**src/rtl/loader_pkg.sv**
```systemverilog
// Shared types and constants for the boot-time instruction-memory loader.
package loader_pkg;

  typedef enum logic [2:0] {
    LEN_LO,
    LEN_HI,
    DATA,
    CHECK,
    DONE,
    ERROR
  } ld_state_e;

  localparam int HDR_BYTES  = 2;
  localparam int WORD_BYTES = 4;
  localparam int LANE_W     = $clog2(WORD_BYTES);

endpackage

```
**src/rtl/byte_packer.sv**
```systemverilog
// Packs consecutive bytes little-endian into 32-bit words and pulses word_vld
// for one cycle after the byte that completes each word.
module byte_packer
  import loader_pkg::*;
(
  input  logic        i_clk,
  input  logic        i_rst_n,
  input  logic        i_clear,
  input  logic        i_take,
  input  logic [7:0]  i_byte,
  output logic        o_last_lane,
  output logic        o_word_vld,
  output logic [31:0] o_word
);

  logic [LANE_W-1:0]       lane_reg;
  logic [8*WORD_BYTES-1:0] asm_reg;
  logic [8*WORD_BYTES-1:0] asm_next;
  logic [8*WORD_BYTES-1:0] word_reg;
  logic                    vld_reg;

  // Each lane either captures the incoming byte or holds its previous value.
  for (genvar gi = 0; gi < WORD_BYTES; gi++) begin : g_lane
    assign asm_next[gi*8 +: 8] = (i_take && (lane_reg == LANE_W'(gi))) ?
                                 i_byte : asm_reg[gi*8 +: 8];
  end

  assign o_last_lane = (lane_reg == LANE_W'(WORD_BYTES - 1));

  // The output word is a separate register so the next word can start
  // assembling in the same cycle the previous one is being written.
  always_ff @(posedge i_clk) begin
    if (!i_rst_n) begin
      lane_reg <= '0;
      asm_reg  <= '0;
      word_reg <= '0;
      vld_reg  <= 1'b0;
    end else if (i_clear) begin
      lane_reg <= '0;
      asm_reg  <= '0;
      vld_reg  <= 1'b0;
    end else begin
      vld_reg <= 1'b0;
      if (i_take) begin
        asm_reg  <= asm_next;
        lane_reg <= lane_reg + 1'b1;
        if (o_last_lane) begin
          vld_reg  <= 1'b1;
          word_reg <= asm_next;
        end
      end
    end
  end

  assign o_word_vld = vld_reg;
  assign o_word     = word_reg;

endmodule

```
**src/rtl/imem_loader.sv**
```systemverilog
// Streams a length-prefixed, XOR-checksummed program image into instruction
// memory and holds the core in reset until a verified image is in place.
module imem_loader
  import loader_pkg::*;
#(
  parameter int ADDR_W = 11,
  parameter int CNT_W  = 16
) (
  input  logic              i_clk,
  input  logic              i_rst_n,
  input  logic              i_restart,
  input  logic              i_byte_vld,
  input  logic [7:0]        i_byte,
  output logic              o_byte_rdy,
  output logic              o_imem_wren,
  output logic [ADDR_W-1:0] o_imem_addr,
  output logic [31:0]       o_imem_wdata,
  output logic              o_core_rst_n,
  output logic              o_done,
  output logic              o_err,
  output logic [ADDR_W:0]   o_word_cnt
);

  localparam int           DEPTH   = 2 ** ADDR_W;
  localparam logic [CNT_W:0] DEPTH_C = (CNT_W + 1)'(DEPTH);

  ld_state_e          state_reg;
  ld_state_e          state_next;
  logic [CNT_W-1:0]   len_reg;
  logic [7:0]         csum_reg;
  logic [ADDR_W:0]    word_cnt_reg;

  logic               xfer;
  logic               take;
  logic               restart_ok;
  logic [CNT_W-1:0]   len_full;
  logic [CNT_W:0]     words_after;
  logic               last_word;

  logic               pk_last_lane;
  logic               pk_word_vld;
  logic [31:0]        pk_word;

  assign xfer       = i_byte_vld & o_byte_rdy;
  assign take       = xfer && (state_reg == DATA);
  assign restart_ok = i_restart && ((state_reg == DONE) || (state_reg == ERROR));
  assign len_full   = CNT_W'({i_byte, len_reg[8*(HDR_BYTES-1)-1:0]});

  // Word count including the word completed by the current lane-3 byte; the
  // previous word's write has always retired by the time lane 3 arrives.
  assign words_after = (CNT_W + 1)'(word_cnt_reg) + 1'b1;
  assign last_word   = (words_after == {1'b0, len_reg});

  byte_packer u_packer (
    .i_clk       (i_clk),
    .i_rst_n     (i_rst_n),
    .i_clear     (restart_ok),
    .i_take      (take),
    .i_byte      (i_byte),
    .o_last_lane (pk_last_lane),
    .o_word_vld  (pk_word_vld),
    .o_word      (pk_word)
  );

  always_ff @(posedge i_clk) begin
    if (!i_rst_n) begin
      state_reg <= LEN_LO;
    end else begin
      state_reg <= state_next;
    end
  end

  // Leaving DATA on the final lane-3 byte lets the checksum byte arrive in
  // the very next cycle, overlapping the last memory write.
  always_comb begin
    state_next = state_reg;
    case (state_reg)
      LEN_LO: if (xfer) state_next = LEN_HI;
      LEN_HI: begin
        if (xfer) begin
          if ({1'b0, len_full} > DEPTH_C) begin
            state_next = ERROR;
          end else if (len_full == '0) begin
            state_next = CHECK;
          end else begin
            state_next = DATA;
          end
        end
      end
      DATA: if (take && pk_last_lane && last_word) state_next = CHECK;
      CHECK: begin
        if (xfer) begin
          state_next = (i_byte == csum_reg) ? DONE : ERROR;
        end
      end
      DONE:    if (i_restart) state_next = LEN_LO;
      ERROR:   if (i_restart) state_next = LEN_LO;
      default: state_next = LEN_LO;
    endcase
  end

  always_comb begin
    o_byte_rdy   = 1'b0;
    o_done       = 1'b0;
    o_err        = 1'b0;
    o_core_rst_n = 1'b0;
    case (state_reg)
      LEN_LO, LEN_HI, DATA, CHECK: o_byte_rdy = 1'b1;
      DONE: begin
        o_done       = 1'b1;
        o_core_rst_n = 1'b1;
      end
      ERROR:   o_err = 1'b1;
      default: o_byte_rdy = 1'b0;
    endcase
  end

  always_ff @(posedge i_clk) begin
    if (!i_rst_n) begin
      len_reg      <= '0;
      csum_reg     <= '0;
      word_cnt_reg <= '0;
    end else if (restart_ok) begin
      csum_reg     <= '0;
      word_cnt_reg <= '0;
    end else begin
      if (xfer && (state_reg == LEN_LO)) len_reg[7:0] <= i_byte;
      if (xfer && (state_reg == LEN_HI)) len_reg      <= len_full;
      if (take)                          csum_reg     <= csum_reg ^ i_byte;
      if (pk_word_vld)                   word_cnt_reg <= word_cnt_reg + 1'b1;
    end
  end

  assign o_imem_wren  = pk_word_vld;
  assign o_imem_addr  = word_cnt_reg[ADDR_W-1:0];
  assign o_imem_wdata = pk_word;
  assign o_word_cnt   = word_cnt_reg;

endmodule

```
**config.mk**
```make
export PLATFORM = sky130hd
export DESIGN_NAME = imem_loader
export DESIGN_NICKNAME = d
export VERILOG_FILES = /design/src/rtl/loader_pkg.sv /design/src/rtl/byte_packer.sv /design/src/rtl/imem_loader.sv
export SDC_FILE = /design/constraint.sdc
export NUM_CORES = 1
export LEC_CHECK = 0
export ABC_AREA = 1
export ABC_CLOCK_PERIOD_IN_PS = 3900
export CAP_MARGIN = 10
export CORE_UTILIZATION = 49
export DETAILED_ROUTE_END_ITERATION = 6
export PLACE_DENSITY = 0.82
export SYNTH_ARGS = -nofsm -noshare
export SYNTH_HDL_FRONTEND = slang
export SYNTH_SLANG_ARGS = --single-unit
```
**constraint.sdc**
```tcl
create_clock -name i_clk -period 3.9 [get_ports i_clk]
set_input_delay 0.975 -clock i_clk [delete_from_list [all_inputs] [get_ports i_clk]]
set_output_delay 0.975 -clock i_clk [all_outputs]
set_load 0.03 [all_outputs]
```
# After elaboration in Yosys (flattened, before gate mapping)
# Cells that the tools add are included.
word_totals:
  reg_bits: 106
  latch_bits: 0
  ramBits: 0
  rom_bits: 0
  output_inout_bits: 60
  wordCells: 72
  memories: 0
classes:
  n_addsub: 3
  multipliers: 0
  n_div: 0
  n_lt_le_gt_ge: 1
  n_eq_ne: 15
  n_shift: 0
  n_mux: 17
  bitwise_logic: 6
  n_reduce_logical: 21
ops:
  columns: ["operator", "n"]
  rows:
  - ["$mux W8", 4]
  - ["$mux W3", 6]
  - ["$eq A13 B16 Y1", 1]
  - ["$gt A16 B12 Y1 const B", 1]
  - ["$logic_not A16 Y1", 1]
  - ["$pmux W3 S5", 1]
  - ["$add A12 B1 Y13 const B", 1]
  - ["$add A12 B1 Y12 const B", 1]
  - ["$logic_and A1 B1 Y1", 9]
  - ["$eq A8 B8 Y1", 1]
  - ["$xor A8 B8 Y8", 1]
  - ["$eq A3 B2 Y1 const B", 2]
  - ["$eq A3 B3 Y1 const B", 2]
  - ["$mux W1", 6]
  - ["$ne A2 B2 Y1 const B", 3]
  - ["$reduce_and A3 Y1", 2]
  - ["$reduce_and A5 Y1", 1]
  - ["$eq A2 B2 Y1 const B", 2]
  - ["$ne A2 B1 Y1 const B", 2]
  - ["$not A1 Y1", 4]
  - ["$reduce_or A2 Y1", 2]
  - ["$reduce_or A4 Y1", 1]
  - ["$eq A3 B1 Y1 const B", 1]
  - ["$logic_not A3 Y1", 1]
  - ["other kinds (7)", 7]

# Logic depth before layout (Yosys ltp)
# Gate-level depths: netlist of the first run.
depth:
  depth_word: 9
  mapped_depth: 15
  mapped_depth_nobuf: 15

# Cells and area by module
# Synthesis of the first run repeated with hierarchy kept, for this count alone.
unflattened:
  cells_unflattened: 698
  area_unflattened_um2: 4687.0
modules_own_cells:
  columns: ["mod", "n_inst", "cells_per_inst", "area_per_inst_um2", "seq_area_each_um2"]
  rows:
  - ["byte_packer", 1, 348, 2396.0, 1181.1]
  - ["imem_loader", 1, 350, 2290.9, 780.7]

# Least setup slack after synthesis of the first run
# Ideal clock, no wire load.
synth_timing:
  path_type: "register to output"
  startpoint: "register state_reg[2]"
  endpoint: "output o_done"
  arrival_ns: 1.655
  required_time_ns: 2.925
  slack_ns: 1.270
  stages_incl_launch_ff: 4
  n_path_buf: 1
  cell_sequence: "dfxtp_1 > inv_1 > nor3_1 > buf_4"
synth_between:
  elab_chain_len: 2
synth_lines:
  columns: ["item", "line", "rtl"]
  rows:
  - ["start, declared", "imem_loader.sv:27", "ld_state_e state_reg;"]
  - ["start signal, assigned", "imem_loader.sv:69", "state_reg <= state_next;"]
  - ["$eq A3 B3 Y1", null, null]
  - ["$mux W1", null, null]
  - ["end, declared", "imem_loader.sv:19", "output logic o_done,"]
# No other way between the ends.

# Worst setup path after layout of the first run
layout_timing:
  startpoint: "register state_reg[2]"
  endpoint: "output o_core_rst_n"
layout_between:
  elab_chain_len: 2
layout_lines:
  columns: ["item", "line", "rtl"]
  rows:
  - ["$eq A3 B3 Y1", "imem_loader.sv:107", "case (state_reg)"]
  - ["$mux W1", "imem_loader.sv:107", null]
  - ["end, declared", "imem_loader.sv:18", "output logic o_core_rst_n,"]
# No other way between the ends.

==> metrics, run 1 <==
Max Fanout on Critical Path=6; CTS Hold Bufs=0; H-tree depth=3; Hold Violations, Final=0; outcome=completed; Mapped Nets=between 600 and 700; Synth Register Bits=98; Die Footprint=between 0.009 and 0.01 mm²; Die H=between 90 and 100 µm; row cnt=34; min-delay worst type=reg -> reg; final worst slack=between 1 and 1.5 ns; Clock Skews=0.0117 ns; initial antenna violation count=0; Max Cap Viol=0; CP top delay family=buffers and inverters; initial core utilization=0.507; CP max-delay cell=clkdlybuf4s50_1; Place WS=about 0.86 ns; Leakage Power=0.00230 µW; via count=4060; Max VDD drop=about 0.00023 V; Critical Path RT=between 2 and 3 ns; Largest register FFs=32; share of cells above drive strength 1=0.0642; I/O pin cnt=72; Mapped Area=0.00444 mm²; post_cts resized=0; dominant synthesized flop cell=dfxtp_1; Worst Setup End Kind=output pin; CTS buffer count=9; Worst Tran Pin Value=roughly 0.76 ns; Post-CTS Setup Repair Bufs=0; Clock transition at path regs=around 0.1 ns; Synth cell types=31; yosys warns=0; synth-to-layout area growth=19.4%; relative slew slack=0.495; Buf+Inv Stages, Crit Path=2; wire per inst=~13 µm; GRT Total Usage=0.222; CTS tree=done; DRC Markers=0; Port-buffer cells=between 70 and 80; commonest non-fill, non-tap cell in the layout=nand2_1; drt pass-1 iters=6; TNS Setup=0 ns; initial DRC count=about 210; ys async rst share=0; RSZ-0062 raised after global routing=no; most area-consuming cells after synthesis=dfxtp_1 44%, nand2_1 11%, a21oi_1 7.6%; Max Freq=~350 MHz; Synth top area share=0.442; CP arrival=between 1.5 and 2 ns; Mapped Cells=616; startpoint types=flip-flop; CTS max path bufs=2; final HPWL from detailed placement=between 7 and 8 mm; WS Path Type=reg -> out; minimum clock period=~2.9 ns; worst path cell trace=inv_1 -> nor3_1 -> clkdlybuf4s50_1; Clock Root Buffer=clkbuf_8; most frequent cells in the layout=130 x nand2_1, 98 x dfxtp_1, 73 x inv_1, 73 x nor2_1, 71 x clkdlybuf4s50_1; final setup vio count=0; period utilisation layout=0.738; final WL=around 10 mm; Slew Limit Fails=0; vias in the first global route=roughly 3900; Placer Congestion=slightly below 1; CORE AREA=0.00876 mm²; Routed Antenna Nets=0; # nets final=around 680; Post-synth EDFFs=0; largest area contributor in the netlist=dfxtp_1; largest net degree at the start of global routing=53; Seq/Total Area, Yosys=0.442; Die W=between 90 and 100 µm; antenna cells=0; Num Clock Sinks=98; largest stage delay on the critical path=0.73 ns; Clock Latency Late Sink=approximately 0.37 ns; wire length of the first global-routing pass=~17 mm; post-DR vias/cell=between 5 and 6; GRT overflow=0; Cell Pwr Density=slightly below 400 mW/mm²; Mean Syn Cell Area=between 7 and 8 µm²
==> power by group <==
part | leakage (µW) | switching [µW] | internal, µW
combinational | 0.00143 | 207 | 108
sequential | 0.000793 | 41.7 | 1050
clock | 0.0000844 | 386 | 242
total | 0.00230 | 635 | 1400
==> stage by stage <==
stage	total power [µW]	area, µm²	hold slack, ns	cells	util
floorplan	1340	4440	0.429	616	-
global placement	1420	5120	0.438	762	0.584
detailed placement	1430	5120	0.451	762	0.584
CTS	2040	5300	0.465	778	0.605
global route	2120	5300	0.497	778	0.605
finish	2040	5300	0.468	778	0.605
==> metal layers <==
layer | vias up | track usage | share of wire
met3 | 21 | 0.0388 | 0.058
met1 | 1843 | 0.266 | 0.44
met5 | - | 0 | 0
met4 | 0 | 0.0976 | 0.023
li1 | 2048 | - | -
met2 | 148 | 0.389 | 0.48
==> worst reg2reg max path, stage by stage, from the launching register on <==
cell and delay (ns):
dfxtp_1 0.44, inv_1 0.13, nor3_1 0.24, o21ai_0 0.21, nand2_1 0.60, buf_4 0.38, nor2_1 0.11
==> kinds of logic (layout without fill, tap and decap cells) <==
logic type | Yosys count | after routing | share of synthesized area
xor gates and xnor gates | 12 | 12 | 0.0237
DFF | 98 | 98 | 0.442
adders and majority gates | 5 | 5 | 0.0141
and+or+nand+nor | 259 | 259 | 0.251
buffers and inverters | 116 | 170 | 0.110
AOI/OAI and AO/OA | 126 | 126 | 0.159
==> synthesized netlist by cell type, types with 8 or more instances <==
library cell	n
a21oi_1	67
buf_4	12
clkbuf_1	12
dfxtp_1	98
inv_1	73
nand2_1	130
nand3_1	26
nor2_1	73
nor3_1	8
o211ai_1	27
o21ai_0	28
xor2_1	8
==> worst paths after layout <==
kind	from	endpoint	slack, ns	cells after the start
max reg2reg	state_reg[2]	u_packer.asm_reg[15]	1.68	6
min reg2reg	len_reg[13]	len_reg[13]	0.47	2
min	len_reg[13]	len_reg[13]	0.47	2
max	state_reg[2]	o_core_rst_n	1.02	3
==> area by class of cell <==
type                    instances  area, µm²
multi-input cells             402       1990
inverters                      80        300
flip-flops and latches         98       1960
repair buffers                 74        733
clock inverters                 7       60.1
well taps                     108        135
clock buffers                   9        124
fillers                       803       3460
Power figures use the tool's default switching activity.
==> run 2: changes to the inputs <==
--- a/config.mk
+++ b/config.mk
@@ -6,11 +6,11 @@
 export NUM_CORES = 1
 export LEC_CHECK = 0
 export ABC_AREA = 1
-export ABC_CLOCK_PERIOD_IN_PS = 3900
+export ABC_CLOCK_PERIOD_IN_PS = 2500
 export CAP_MARGIN = 10
-export CORE_UTILIZATION = 49
+export CORE_UTILIZATION = 48
 export DETAILED_ROUTE_END_ITERATION = 6
-export PLACE_DENSITY = 0.82
+export PLACE_DENSITY = 0.84
 export SYNTH_ARGS = -nofsm -noshare
 export SYNTH_HDL_FRONTEND = slang
 export SYNTH_SLANG_ARGS = --single-unit
==> constraint.sdc (replaced) <==
create_clock -name i_clk -period 2.5 [get_ports i_clk]
set_input_delay 0.625 -clock i_clk [delete_from_list [all_inputs] [get_ports i_clk]]
set_output_delay 0.625 -clock i_clk [all_outputs]
set_load 0.03 [all_outputs]
==> run 2 against run 1 <==
Net effect: the run now ends with design-rule violations left; critical path depth up 7; core utilization up 0.85 points; register-to-register slack worse by 1.2 ns; sequential power up 55%; largest cell class unchanged; worst setup slack worse by 0.78 ns; combinational power up 62%; sequential share of layout area down 0.86 points; critical path type is now in -> reg; die area up 2.0%; sequential cell count unchanged; final cell count up 1.4%.
==> metrics, run 2 (synthesis results as in run 1) <==
outcome=finished, violations left; violated checks=design-rule violations; post-DR vias/cell=5.24 (+0.45%); min-delay worst type=reg -> reg; via count=4136 (+1.9%); largest net degree at the start of global routing=47 (-11%); critical path launch point=i_byte_vld; Slew Limit Fails=0 (unchanged); H-tree depth=3 (unchanged); Total Power=3310 µW (+62%); minimum clock period=around 2.3 ns; final WL=10.7 mm (+4.2%); CTS max path bufs=2 (unchanged); NetSw=940 µW (+48%); TNS Setup=0 ns (unchanged); CORE AREA=0.00885 mm² (+0.97%); CTS tree=done; Worst Tran Pin Value=0.507 ns (-0.248 ns); reg2reg end=state_reg[0]; Port-buffer cells=71 (unchanged); Fillers=774 (-3.6%); commonest non-fill, non-tap cell in the layout=nand2_1; initial core utilization=0.502 (-0.00487); Routed Antenna Nets=0 (unchanged); drt pass-1 iters=7 (+1); Gate power share=0.154 (about the same); Max Freq=443 MHz; Max Fanout on Critical Path=16 (+10); Hold Violations, Final=0 (unchanged); final HPWL from detailed placement=7.80 mm (+5.7%); Die Footprint=0.00964 mm² (+2.0%); internal power=2370 µW (+69%); wire per inst=13.6 µm (+2.7%); Worst path depth=10 (+7); CTS Hold Bufs=0 (unchanged); FF-to-FF Start=o_word_cnt[0]; most frequent cells in the layout=130 x nand2_1, 98 x dfxtp_1, 73 x inv_1, 73 x nor2_1, 68 x clkdlybuf4s50_1; wire length of the first global-routing pass=17.9 mm (+3.9%); # nets final=693 (+1.6%); power share of the sequential group=0.517 (-0.020); relative slew slack=0.661 (+0.166); Critical Path End=u_packer.o_word[3]; Largest register FFs=32 (unchanged); Die W=98.2 µm (+1.0%); R2R Setup Slk=0.44 ns (-1.24 ns); Die H=98.2 µm (+1.0%); Clock Skews=0.0109 ns (-0.000797 ns); Max Cap Viol=0 (unchanged); r2r worst-path depth=15 (+9); worst hold slack=0.471 ns (+0.00356 ns); largest stage delay on the critical path=0.49 ns (-0.24 ns); worst path cell trace=clkdlybuf4s50_1 -> inv_1 -> nor2_1 -> nand2_4 -> inv_2 -> nand2_1 -> a21oi_1 -> nand2_1 -> o211ai_1 -> inv_1; Worst Setup End Kind=flip-flop; RSZ-0062 raised after global routing=no; switching share of power=0.284 (-0.0273); clock share of power=0.329 (+0.021); Max VDD drop=0.000288 V (+28%); antenna cells=0 (unchanged); Buf+Inv Stages, Crit Path=4 (+2); Clock Latency Late Sink=0.37 ns (about the same); initial DRC count=166 (-22%); I/O pin cnt=72 (unchanged); CP max-delay cell=clkdlybuf4s50_1; synth-to-layout area growth=22.3%; startpoint types=input pin; DRC Markers=3 (+3); Clock transition at path regs=0.10 ns (about the same); final setup vio count=0 (unchanged); Cell Pwr Density=609 mW/mm² (+58%); period utilisation layout=0.902; WS Path Type=in -> reg; GRT overflow=0 (unchanged); Num Clock Sinks=98 (unchanged); initial antenna violation count=0 (unchanged); vias in the first global route=3898 (+1.1%); CP arrival=2.51 ns (+0.61 ns); share of cells above drive strength 1=0.0778 (+0.0136); Post-CTS Setup Repair Bufs=0 (unchanged); CTS buffer count=9 (unchanged); Clock Root Buffer=clkbuf_8; Leakage Power=0.00241 µW (+4.6%); Placer Congestion=0.870 (-11%); Critical Path RT=2.76 ns (-0.16 ns); row cnt=34 (unchanged); CP top delay family=simple AND/OR/NAND/NOR gates; GRT Total Usage=0.229 (+0.00711)
run 2: worst min-delay path, stage by stage, from the launching register on:
cell	delay, ns
dfxtp_1	0.32
nand2_1	0.06
a21oi_1	0.05
run 2: stage by stage:
stage                     instance area [µm²]  setup WS, ns  utilization  std cells
after floorplan                          4440         0.220            -        616
after global placement                   5210       0.00984        0.589        773
after detailed placement                 5210        -0.105        0.589        773
after CTS                                5430        0.0102        0.613        789
after global routing                     5430        0.0178        0.614        789
final                                    5430         0.245        0.614        789
run 2: worst min-delay path by stage:
stage	from	to	slack (ns)	cells after the start
3_5_place_dp	u_packer.o_word[27]	u_packer.o_word[27]	0.46	2
2_1_floorplan	len_reg[13]	len_reg[13]	0.43	2
3_3_place_gp	len_reg[14]	len_reg[14]	0.44	2
6_report	u_packer.o_word[27]	u_packer.o_word[27]	0.47	2
5_1_grt	u_packer.o_word[26]	u_packer.o_word[26]	0.49	2
4_1_cts	u_packer.o_word[27]	u_packer.o_word[27]	0.47	2
run 2: area by class of cell:
class	instances	area (µm²)	share of cell area
Multi-Input combinational cell	402	1990	0.366
Sequential cell	98	1960	0.361
Timing Repair Buffer	85	828	0.153
Inverter	80	300	0.0553
Clock buffer	13	169	0.0311
Tap cell	108	135	0.0249
Clock inverter	3	46.3	0.00853
run 2: what timing repair did:
action	in CTS	in global routing
pin swaps	0	0
resized for setup	2	1
endpoints found under the setup margin	2	1
run 2: routing by layer:
| layer | track usage | vias up | routed length [µm] |
|---|---|---|---|
| met2 | 0.408 | 135 | 5240 |
| li1 | - | 2071 | - |
| met5 | 0 | - | 0 |
| met4 | 0.0930 | 0 | 250 |
| met3 | 0.0315 | 21 | 577 |
| met1 | 0.278 | 1909 | 4670 |
run 2: power groups by stage:
stage	logic (µW)	clock network, µW	registers (µW)
3_3_place_gp	481	0	1740
5_1_grt	571	1150	1720
2_1_floorplan	368	0	1730
3_5_place_dp	502	0	1740
4_1_cts	503	1100	1710
6_report	509	1090	1710
==> run 3: changes to the inputs <==
--- a/config.mk
+++ b/config.mk
@@ -9,6 +9,7 @@
 export ABC_CLOCK_PERIOD_IN_PS = 2500
 export CAP_MARGIN = 10
 export CORE_UTILIZATION = 48
+export CTS_CLUSTER_SIZE = 8
 export DETAILED_ROUTE_END_ITERATION = 6
 export PLACE_DENSITY = 0.84
 export SYNTH_ARGS = -nofsm -noshare
==> results of run 3 <==
The final DEF is identical to that of run 2; final timing and power are the same.
